<file path="src/rtl/fwd_pkg.sv">
// Shared constants for the operand-forwarding control path: mux select codes,
// divide-hold state encoding and the default register index width.
package fwd_pkg;

  localparam int REG_ADDR_W_DEF = 5;

  typedef logic [1:0] fwd_sel_t;

  localparam fwd_sel_t FWD_RF    = 2'b00;
  localparam fwd_sel_t FWD_EXMEM = 2'b01;
  localparam fwd_sel_t FWD_MEMWB = 2'b10;

  localparam logic [0:0] DIV_IDLE = 1'b0;
  localparam logic [0:0] DIV_BUSY = 1'b1;

endpackage

</file>
<file path="src/rtl/fwd_compare.sv">
// Priority compare for one source register against the shadow EX and MEM
// destinations; the younger EX producer wins over MEM.
module fwd_compare
  import fwd_pkg::*;
#(
  parameter int REG_ADDR_W = REG_ADDR_W_DEF
) (
  input  logic [REG_ADDR_W-1:0] rs_i,
  input  logic                  ex_v_i,
  input  logic                  ex_wr_i,
  input  logic [REG_ADDR_W-1:0] ex_rd_i,
  input  logic                  mem_v_i,
  input  logic                  mem_wr_i,
  input  logic [REG_ADDR_W-1:0] mem_rd_i,
  output fwd_sel_t              sel_o
);

  always_comb begin
    sel_o = FWD_RF;
    if (rs_i != '0) begin
      if (ex_v_i && ex_wr_i && (ex_rd_i == rs_i)) begin
        sel_o = FWD_EXMEM;
      end else if (mem_v_i && mem_wr_i && (mem_rd_i == rs_i)) begin
        sel_o = FWD_MEMWB;
      end
    end
  end

endmodule

</file>
<file path="src/rtl/fwd_hazard_unit.sv">
// Forwarding select, load-use stall and multi-cycle divide hold for the
// 5-stage core. Optional stall counters are built when HAZARD_PERF_EN is defined.
module fwd_hazard_unit
  import fwd_pkg::*;
#(
  parameter int REG_ADDR_W = REG_ADDR_W_DEF,
  parameter int DIV_CYCLES = 4
) (
  input  logic                  CLK,
  input  logic                  RESET,
  input  logic                  ID_VALID,
  input  logic [REG_ADDR_W-1:0] ID_RS1,
  input  logic [REG_ADDR_W-1:0] ID_RS2,
  input  logic [REG_ADDR_W-1:0] ID_RD,
  input  logic                  ID_REGWRITE,
  input  logic                  ID_MEMREAD,
  input  logic                  ID_DIV,
  input  logic                  FLUSH,
  output logic [1:0]            FWD_SEL_A,
  output logic [1:0]            FWD_SEL_B,
  output logic                  STALL,
  output logic                  EX_HOLD
`ifdef HAZARD_PERF_EN
  ,
  output logic [31:0]           PERF_LU_STALLS,
  output logic [31:0]           PERF_DIV_STALLS
`endif
);

  localparam logic [3:0] DIV_LOAD = (DIV_CYCLES > 1) ? 4'(DIV_CYCLES - 2) : 4'd0;

  logic                  ex_v_q, ex_wr_q, ex_ld_q, ex_div_q;
  logic [REG_ADDR_W-1:0] ex_rd_q;
  logic                  mem_v_q, mem_wr_q;
  logic [REG_ADDR_W-1:0] mem_rd_q;
  logic [0:0]            state_q, state_d;
  logic [3:0]            cnt_q, cnt_d;
  fwd_sel_t              sel_a_q, sel_b_q, sel_a_c, sel_b_c;
  logic                  hold, lu_hit, lu_stall, ex_load, div_start;

  fwd_compare #(.REG_ADDR_W(REG_ADDR_W)) u_cmp_a (
    .rs_i(ID_RS1), .ex_v_i(ex_v_q), .ex_wr_i(ex_wr_q), .ex_rd_i(ex_rd_q),
    .mem_v_i(mem_v_q), .mem_wr_i(mem_wr_q), .mem_rd_i(mem_rd_q), .sel_o(sel_a_c)
  );

  fwd_compare #(.REG_ADDR_W(REG_ADDR_W)) u_cmp_b (
    .rs_i(ID_RS2), .ex_v_i(ex_v_q), .ex_wr_i(ex_wr_q), .ex_rd_i(ex_rd_q),
    .mem_v_i(mem_v_q), .mem_wr_i(mem_wr_q), .mem_rd_i(mem_rd_q), .sel_o(sel_b_c)
  );

  // The divide stays parked in EX for the whole busy window.
  assign hold      = (state_q == DIV_BUSY) && ex_div_q;
  assign lu_hit    = ID_VALID && ex_v_q && ex_ld_q && (ex_rd_q != '0) &&
                     ((ex_rd_q == ID_RS1) || (ex_rd_q == ID_RS2));
  assign lu_stall  = !hold && !FLUSH && lu_hit;
  assign ex_load   = ID_VALID && !FLUSH && !lu_hit;
  assign div_start = ex_load && ID_DIV && (DIV_CYCLES > 1);

  assign STALL     = hold || lu_stall;
  assign EX_HOLD   = hold;
  assign FWD_SEL_A = sel_a_q;
  assign FWD_SEL_B = sel_b_q;

  always_comb begin
    state_d = state_q;
    cnt_d   = cnt_q;
    if (hold) begin
      if (cnt_q == 4'd0) begin
        state_d = DIV_IDLE;
      end else begin
        cnt_d = cnt_q - 4'd1;
      end
    end else if (div_start) begin
      state_d = DIV_BUSY;
      cnt_d   = DIV_LOAD;
    end
  end

  always_ff @(posedge CLK) begin
    if (!RESET) begin
      ex_v_q   <= 1'b0;
      ex_wr_q  <= 1'b0;
      ex_ld_q  <= 1'b0;
      ex_div_q <= 1'b0;
      ex_rd_q  <= '0;
      mem_v_q  <= 1'b0;
      mem_wr_q <= 1'b0;
      mem_rd_q <= '0;
      sel_a_q  <= FWD_RF;
      sel_b_q  <= FWD_RF;
      state_q  <= DIV_IDLE;
      cnt_q    <= 4'd0;
    end else begin
      state_q <= state_d;
      cnt_q   <= cnt_d;
      if (hold) begin
        mem_v_q <= 1'b0;
      end else begin
        mem_v_q  <= ex_v_q;
        mem_wr_q <= ex_wr_q;
        mem_rd_q <= ex_rd_q;
        ex_v_q   <= ex_load;
        ex_wr_q  <= ID_REGWRITE;
        ex_ld_q  <= ID_MEMREAD;
        ex_div_q <= ID_DIV;
        ex_rd_q  <= ID_RD;
        // A bubble entering EX must not steer the muxes.
        sel_a_q  <= ex_load ? sel_a_c : FWD_RF;
        sel_b_q  <= ex_load ? sel_b_c : FWD_RF;
      end
    end
  end

`ifdef HAZARD_PERF_EN
  logic [31:0] perf_lu_q, perf_div_q;

  always_ff @(posedge CLK) begin
    if (!RESET) begin
      perf_lu_q  <= 32'd0;
      perf_div_q <= 32'd0;
    end else begin
      if (lu_stall) perf_lu_q <= perf_lu_q + 32'd1;
      if (hold)     perf_div_q <= perf_div_q + 32'd1;
    end
  end

  assign PERF_LU_STALLS  = perf_lu_q;
  assign PERF_DIV_STALLS = perf_div_q;
`endif

endmodule

</file>
<file path="config.mk">
export PLATFORM = sky130hd
export DESIGN_NAME = fwd_hazard_unit
export DESIGN_NICKNAME = d
export VERILOG_FILES = /design/src/rtl/fwd_pkg.sv /design/src/rtl/fwd_compare.sv /design/src/rtl/fwd_hazard_unit.sv
export SDC_FILE = /design/constraint.sdc
export NUM_CORES = 1
export LEC_CHECK = 0
export ABC_CLOCK_PERIOD_IN_PS = 3600
export BUFFER_PORTS_ARGS = -buffer_cell sky130_fd_sc_hd__buf_2
export CAP_MARGIN = 40
export CORE_MARGIN = 2
export CORE_UTILIZATION = 57
export DETAILED_ROUTE_END_ITERATION = 8
export PLACE_DENSITY = 0.83
export RECOVER_POWER = 50
export SYNTH_ARGS = -nofsm -noshare
export SYNTH_HDL_FRONTEND = slang
export SYNTH_SLANG_ARGS = --single-unit
</file>
<file path="constraint.sdc">
create_clock -name CLK -period 3.6 [get_ports CLK]
set_input_delay 0.18 -clock CLK [delete_from_list [all_inputs] [get_ports CLK]]
set_output_delay 0.18 -clock CLK [all_outputs]
set_load 0.005 [all_outputs]
</file>
# Word level (Yosys, flattened, before mapping)
# Index checks and enable logic that the tools add are counted.
dict set report totals {
  regBits 25
  in_bits 22
  out_inout_bits 6
}
dict set report op_classes {
  add_sub_neg 1
  eq_ne 6
  n_mux 14
  bitwise_logic 1
  reduce_logical 29
}
# operator count
set ops {}
lappend ops {{$eq 5x5->1} 4}
lappend ops {{$logic_and 1x1->1} 16}
lappend ops {{$mux 2} 8}
lappend ops {{$reduce_bool 5->1} 3}
lappend ops {{$mux 4} 3}
lappend ops {{$logic_not 4->1} 1}
lappend ops {{$reduce_and 2->1} 2}
lappend ops {{$sub 4x1->4 const B} 1}
lappend ops {{$logic_not 1->1} 3}
lappend ops {{$mux 1} 3}
lappend ops {{$logic_or 1x1->1} 2}
lappend ops {{$ne 2x1->1 const B} 1}
lappend ops {{$ne 2x2->1 const B} 1}
lappend ops {{$reduce_bool 2->1} 1}
lappend ops {{$reduce_or 2->1} 1}
lappend ops {{$not 1->1} 1}

# Logic depth before layout (Yosys ltp)
dict set report depth {
  depth_word 9
  mapped_depth 7
}

# By module
# Synthesis repeated with hierarchy kept, for this count alone.
dict set report hier_totals {
  hier_cells 179
  hier_area_um2 1460.2
}
# module n_inst cells_per_inst area_each_um2
set by_module_without_submodules {}
lappend by_module_without_submodules {fwd_hazard_unit 1 139 1174.9}
lappend by_module_without_submodules {fwd_compare 2 20 142.6}

# Least setup slack after synthesis
# Ideal clock, no wire load.
dict set report synth_timing {
  path_type {register to register}
  start {register ex_rd_q[3]}
  end {register cnt_q[1]}
  arrival_ps 1281
  t_required_ps 3478
  setup_slack_ps 2197
  stages_incl_launch_ff 6
  n_path_buf 0
  cell_sequence {dfxtp_1 > xor2_1 > nor3_2 > o2bb2ai_2 > a21oi_2 > o311a_1}
}
dict set report synth_between {
  elab_chain_cells 8
  word_cells_on_any_way 11
}
# element line
set synth_lines {}
lappend synth_lines {{start: declaration} fwd_hazard_unit.sv:33} ;# logic [REG_ADDR_W-1:0] ex_rd_q;
lappend synth_lines {{start signal: assignment} fwd_hazard_unit.sv:85} ;# ex_rd_q <= '0;
lappend synth_lines {{start signal: assignment} fwd_hazard_unit.sv:106} ;# ex_rd_q <= ID_RD;
lappend synth_lines {{$eq 5x5->1 / $reduce_bool 5->1 (equally long branches)} {fwd_hazard_unit.sv:54, fwd_hazard_unit.sv:53}}
lappend synth_lines {{$logic_or 1x1->1 / $logic_and 1x1->1 (equally long branches)} {fwd_hazard_unit.sv:54, fwd_hazard_unit.sv:53}}
lappend synth_lines {{$logic_and 1x1->1 (*)} fwd_hazard_unit.sv:53} ;# assign lu_hit = ID_VALID && ex_v_q && ex_ld_q && (ex_rd_q != '0) &&
lappend synth_lines {{$logic_not 1->1 (*)} fwd_hazard_unit.sv:56} ;# assign ex_load = ID_VALID && !FLUSH && !lu_hit;
lappend synth_lines {{$logic_and 1x1->1 (*)} fwd_hazard_unit.sv:56}
lappend synth_lines {{$logic_and 1x1->1 (*)} fwd_hazard_unit.sv:57} ;# assign div_start = ex_load && ID_DIV && (DIV_CYCLES > 1);
lappend synth_lines {{$reduce_bool 2->1 (no line) (*)} -}
lappend synth_lines {{$reduce_and 2->1 (no line) (*)} -}
lappend synth_lines {{end signal: assignment} fwd_hazard_unit.sv:95} ;# cnt_q <= cnt_d;
lappend synth_lines {{end: declaration} fwd_hazard_unit.sv:37} ;# logic [3:0] cnt_q, cnt_d;
# Mark *: on every way between the ends. The rest lies on a longest branch, timed or not.
# A chain may end at the register's enable or synchronous reset.

# Worst setup path after layout
dict set report layout_timing {
  start {register ex_div_q}
  end {register sel_a_q[1], in the netlist FWD_SEL_A[1]}
}
dict set report layout_between {
  elab_chain_cells 1
}
# element line
set layout_lines {}
lappend layout_lines {{start: declaration} fwd_hazard_unit.sv:32} ;# logic ex_v_q, ex_wr_q, ex_ld_q, ex_div_q;
lappend layout_lines {{start signal: assignment} fwd_hazard_unit.sv:84} ;# ex_div_q <= 1'b0;
lappend layout_lines {{start signal: assignment} fwd_hazard_unit.sv:105} ;# ex_div_q <= ID_DIV;
lappend layout_lines {{$logic_and 1x1->1} fwd_hazard_unit.sv:52} ;# assign hold = (state_q == DIV_BUSY) && ex_div_q;
lappend layout_lines {{end signal: assignment} fwd_hazard_unit.sv:108} ;# sel_a_q <= ex_load ? sel_a_c : FWD_RF;
lappend layout_lines {{end: declaration} fwd_hazard_unit.sv:38} ;# fwd_sel_t sel_a_q, sel_b_q, sel_a_c, sel_b_c;
# No other way between the ends.

==> metrics.md <==
| Metric | Value |
|---|---|
| Status | `complete, no violations` |
| Core area | `approximately 2200 um^2` |
| Final #Nets | `around 210` |
| FF+latch count, synth | `25` |
| Fin area | `1510 um^2` |
| Synth area leader | `dfxtp_1` |
| Clk root buf | `clkbuf_4` |
| Postcts setup bufs | `0` |
| P_int | `between 0.3 and 0.4 mW` |
| Initial DRC Count | `27` |
| Maximum clock path buffer count | `2` |
| Leakage | `between 0.6 and 0.7 nW` |
| Hold Crit Class | `in2reg` |
| Ys async rst share | `0` |
| H-tree depth | `1` |
| Setup crit end kind | `flop` |
| RSZ-0062 raised after global routing | `no` |
| ANT cells | `0` |
| Sw frac | `0.262` |
| Top-Level Pins | `28` |
| Crit path max fanout | `20` |
| Core Rows | `17` |
| Power per cell area | `around 330 nW/um^2` |
| Clk pwr share | `0.247` |
| Post-synth cell types | `36` |
| Worst path required time | `about 3.9 ns` |
| Clock Latency Late Sink | `0.31 ns` |
| R2R Path Start | `ex_div_q` |
| Initial Util | `0.604` |
| Number of CTS-inserted buffers | `3` |
| Total Wirelength | `around 3000 um` |
| Gpl congestion | `0.819` |
| Min Tclk post-route | `2.19 ns` |
| WP depth | `6` |
| First-pass GRT wire length | `4890 um` |
| Clock-pin slew on the worst setup and hold paths | `~0.13 ns` |
| Layout area overhead | `13.1%` |
| Critical path buffers and inverters | `1` |
| Placement Cell Area | `about 1500 um^2` |
| Max-cap violations | `0` |
| DRT Pass-1 Iters | `4` |
| Total global routing overflow | `0` |
| NetSw | `around 0.13 mW` |
| Non-Filler Instances | `between 200 and 250` |
| Post-route ant nets | `0` |
| Syn Area/Cell | `8.50 um^2` |
| Fin Clk Skew | `slightly below 0.006 ns` |
| Post-place setup slack | `roughly 1.6 ns` |
| Startpoint types | `flop` |
| Critical Path AT | `roughly 2.5 ns` |
| Clock sinks | `25` |
| Hold WS | `roughly 0.098 ns` |
| Tot Pwr | `0.497 mW` |
| Combinational Power Share | `0.149` |
| Post-CTS Hold Fix Bufs | `0` |
| Post-synth EDFFs | `0` |
| Fin. max-slew vios | `0` |
| Placed cells | `roughly 210` |
| Drt wl/cell | `about 14 um` |
| Reg-to-Reg End | `FWD_SEL_A[1]` |
| Ratio of final minimum period to clock period | `0.608` |
| Total Routing Usage GR | `0.244` |
| CP endpoint | `FWD_SEL_A[1]` |
| Vias/cell | `between 5 and 6` |
| Residual DRC count | `0` |
| YS warnings | `0` |
| Largest net degree at the start of global routing | `27` |
| Largest stage delay on the critical path | `0.43 ns` |
| Final hold viol count | `0` |
| Initial antenna violation count | `0` |
| Die Width | `approximately 52 um` |
| Synth top cells by count | `nand2_1 (34), dfxtp_1 (25), a21boi_0 (15), xnor2_1 (15), nor2_1 (7)` |
| Top_reg_cell synth | `dfxtp_1` |
| Relative slew slack | `0.623` |
| Yosys top cell area share | `0.375` |
| Crit-path slowest cell | `nand2_1` |
| Max VDD drop | `about 200 uV` |
| Largest delay contributor family on the critical path | `simple AND/OR/NAND/NOR gates` |
| Worst-Margin Slew | `0.565 ns` |
| Final WS setup | `between 1 and 1.5 ns` |
| Most numerous cell in the Yosys netlist | `nand2_1` |
| Chip height | `between 50 and 60 um` |
| Layout cells sized above 1 | `0.197` |
| WS Path Type | `reg2reg` |
| Register area share after synthesis | `0.375` |
| Fmax | `~0.46 GHz` |
| Critical path origin | `ex_div_q` |
| Critical Path, Cell by Cell | `nand2_1 -> inv_1 -> nor3b_4 -> o211ai_1 -> nor4b_1 -> a22o_1` |
| R2r worst-path depth | `6` |
| Vias in the first global route | `1,152` |
| Sequential share of power | `0.604` |
| Final Core Density | `0.683` |
| DIE AREA | `approximately 2700 um^2` |
| Synth top area cells | `dfxtp_1 (37%), xnor2_1 (9.8%), nand2_1 (9.6%), a21boi_0 (8.4%), xor2_1 (3.3%)` |
| CTS tree | `yes` |
| Via count | `1,214` |
| CTS resizes | `0` |
| Post-synthesis cell area | `roughly 1300 um^2` |
| Synth Instances | `approximately 160` |
| Reg2reg setup slack | `approximately 1.4 ns` |
| Final setup vio count | `0` |
| # port buffers | `27` |
| Syn Nets | `around 180` |
| Final setup TNS | `0 ns` |
## worst reg2reg max path, stage by stage, from the launching register on
cell      delay [ns]
dfxtp_1         0.34
nand2_1         0.43
inv_1           0.42
nor3b_4         0.37
o211ai_1        0.16
nor4b_1         0.27
a22o_1          0.16
## registers in the layout (all words and copies together), names as in the netlist
| name | count |
|---|---|
| ex_v_q | 1 |
| ex_div_q | 1 |
| mem_v_q | 1 |
| ex_ld_q | 1 |
| FWD_SEL_A | 2 |
| ex_rd_q | 5 |
| mem_rd_q | 5 |
| cnt_q | 4 |
| FWD_SEL_B | 2 |
| mem_wr_q | 1 |
| ex_wr_q | 1 |
| state_q | 1 |
## cell usage in the layout, fill, tap and decap left out, types with 3 or more instances in the layout
cell type	instances
dfxtp_1	25
and3_1	3
nand4_1	4
nor2_1	7
xnor2_1	15
buf_2	26
a21oi_1	3
nand2_1	34
nand3_1	4
a21boi_0	15
clkbuf_4	3
xor2_1	5
inv_1	4
nor3_1	5
## logic make-up (layout without fill, tap and decap cells)
kind of cell | Yosys count | count (layout) | synth area share
AOI/OAI and AO/OA | 34 | 34 | 0.198
xor gates and xnor gates | 20 | 20 | 0.131
adders and majority gates | 2 | 2 | 0.0187
buffers and inverters | 9 | 35 | 0.0262
DFF | 25 | 25 | 0.375
muxes | 2 | 2 | 0.0150
and+or+nand+nor | 65 | 65 | 0.236
## final cells by class
cell class | instances | area, um^2
multi-input combinational | 123 | 800
fill | 186 | 702
inverter | 4 | 15.0
tap | 28 | 35.0
timing repair buffer | 27 | 134
clock buffer | 4 | 26.3
sequential | 25 | 500
## worst min path at each step
stage                      from  cells past startpoint          to  slack (ns)
detailed placement     ID_RD[4]                      3  ex_rd_q[4]        0.44
finish              ID_REGWRITE                      3     ex_wr_q         0.1
floorplan                ID_DIV                      1    ex_div_q        0.30
CTS                    ID_RD[4]                      3  ex_rd_q[4]         0.1
global route           ID_RD[4]                      3  ex_rd_q[4]         0.1
global placement    ID_REGWRITE                      3     ex_wr_q        0.43
## per-layer routing
metal / wire length, um / GRT usage
met4: 52 / 0.111
met3: 144 / 0.0343
met2: 1530 / 0.431
met5: 0 / 0
met1: 1250 / 0.288
## power groups by stage
stage / Clock [mW] / Combinational [mW] / Sequential (mW)
floorplan: 0 / 0.0481 / 0.302
global placement: 0 / 0.0700 / 0.305
detailed placement: 0 / 0.0735 / 0.306
CTS: 0.125 / 0.0742 / 0.300
global route: 0.139 / 0.0811 / 0.302
finish: 0.123 / 0.0740 / 0.300
No activity file was read; power rests on OpenSTA's default activity.
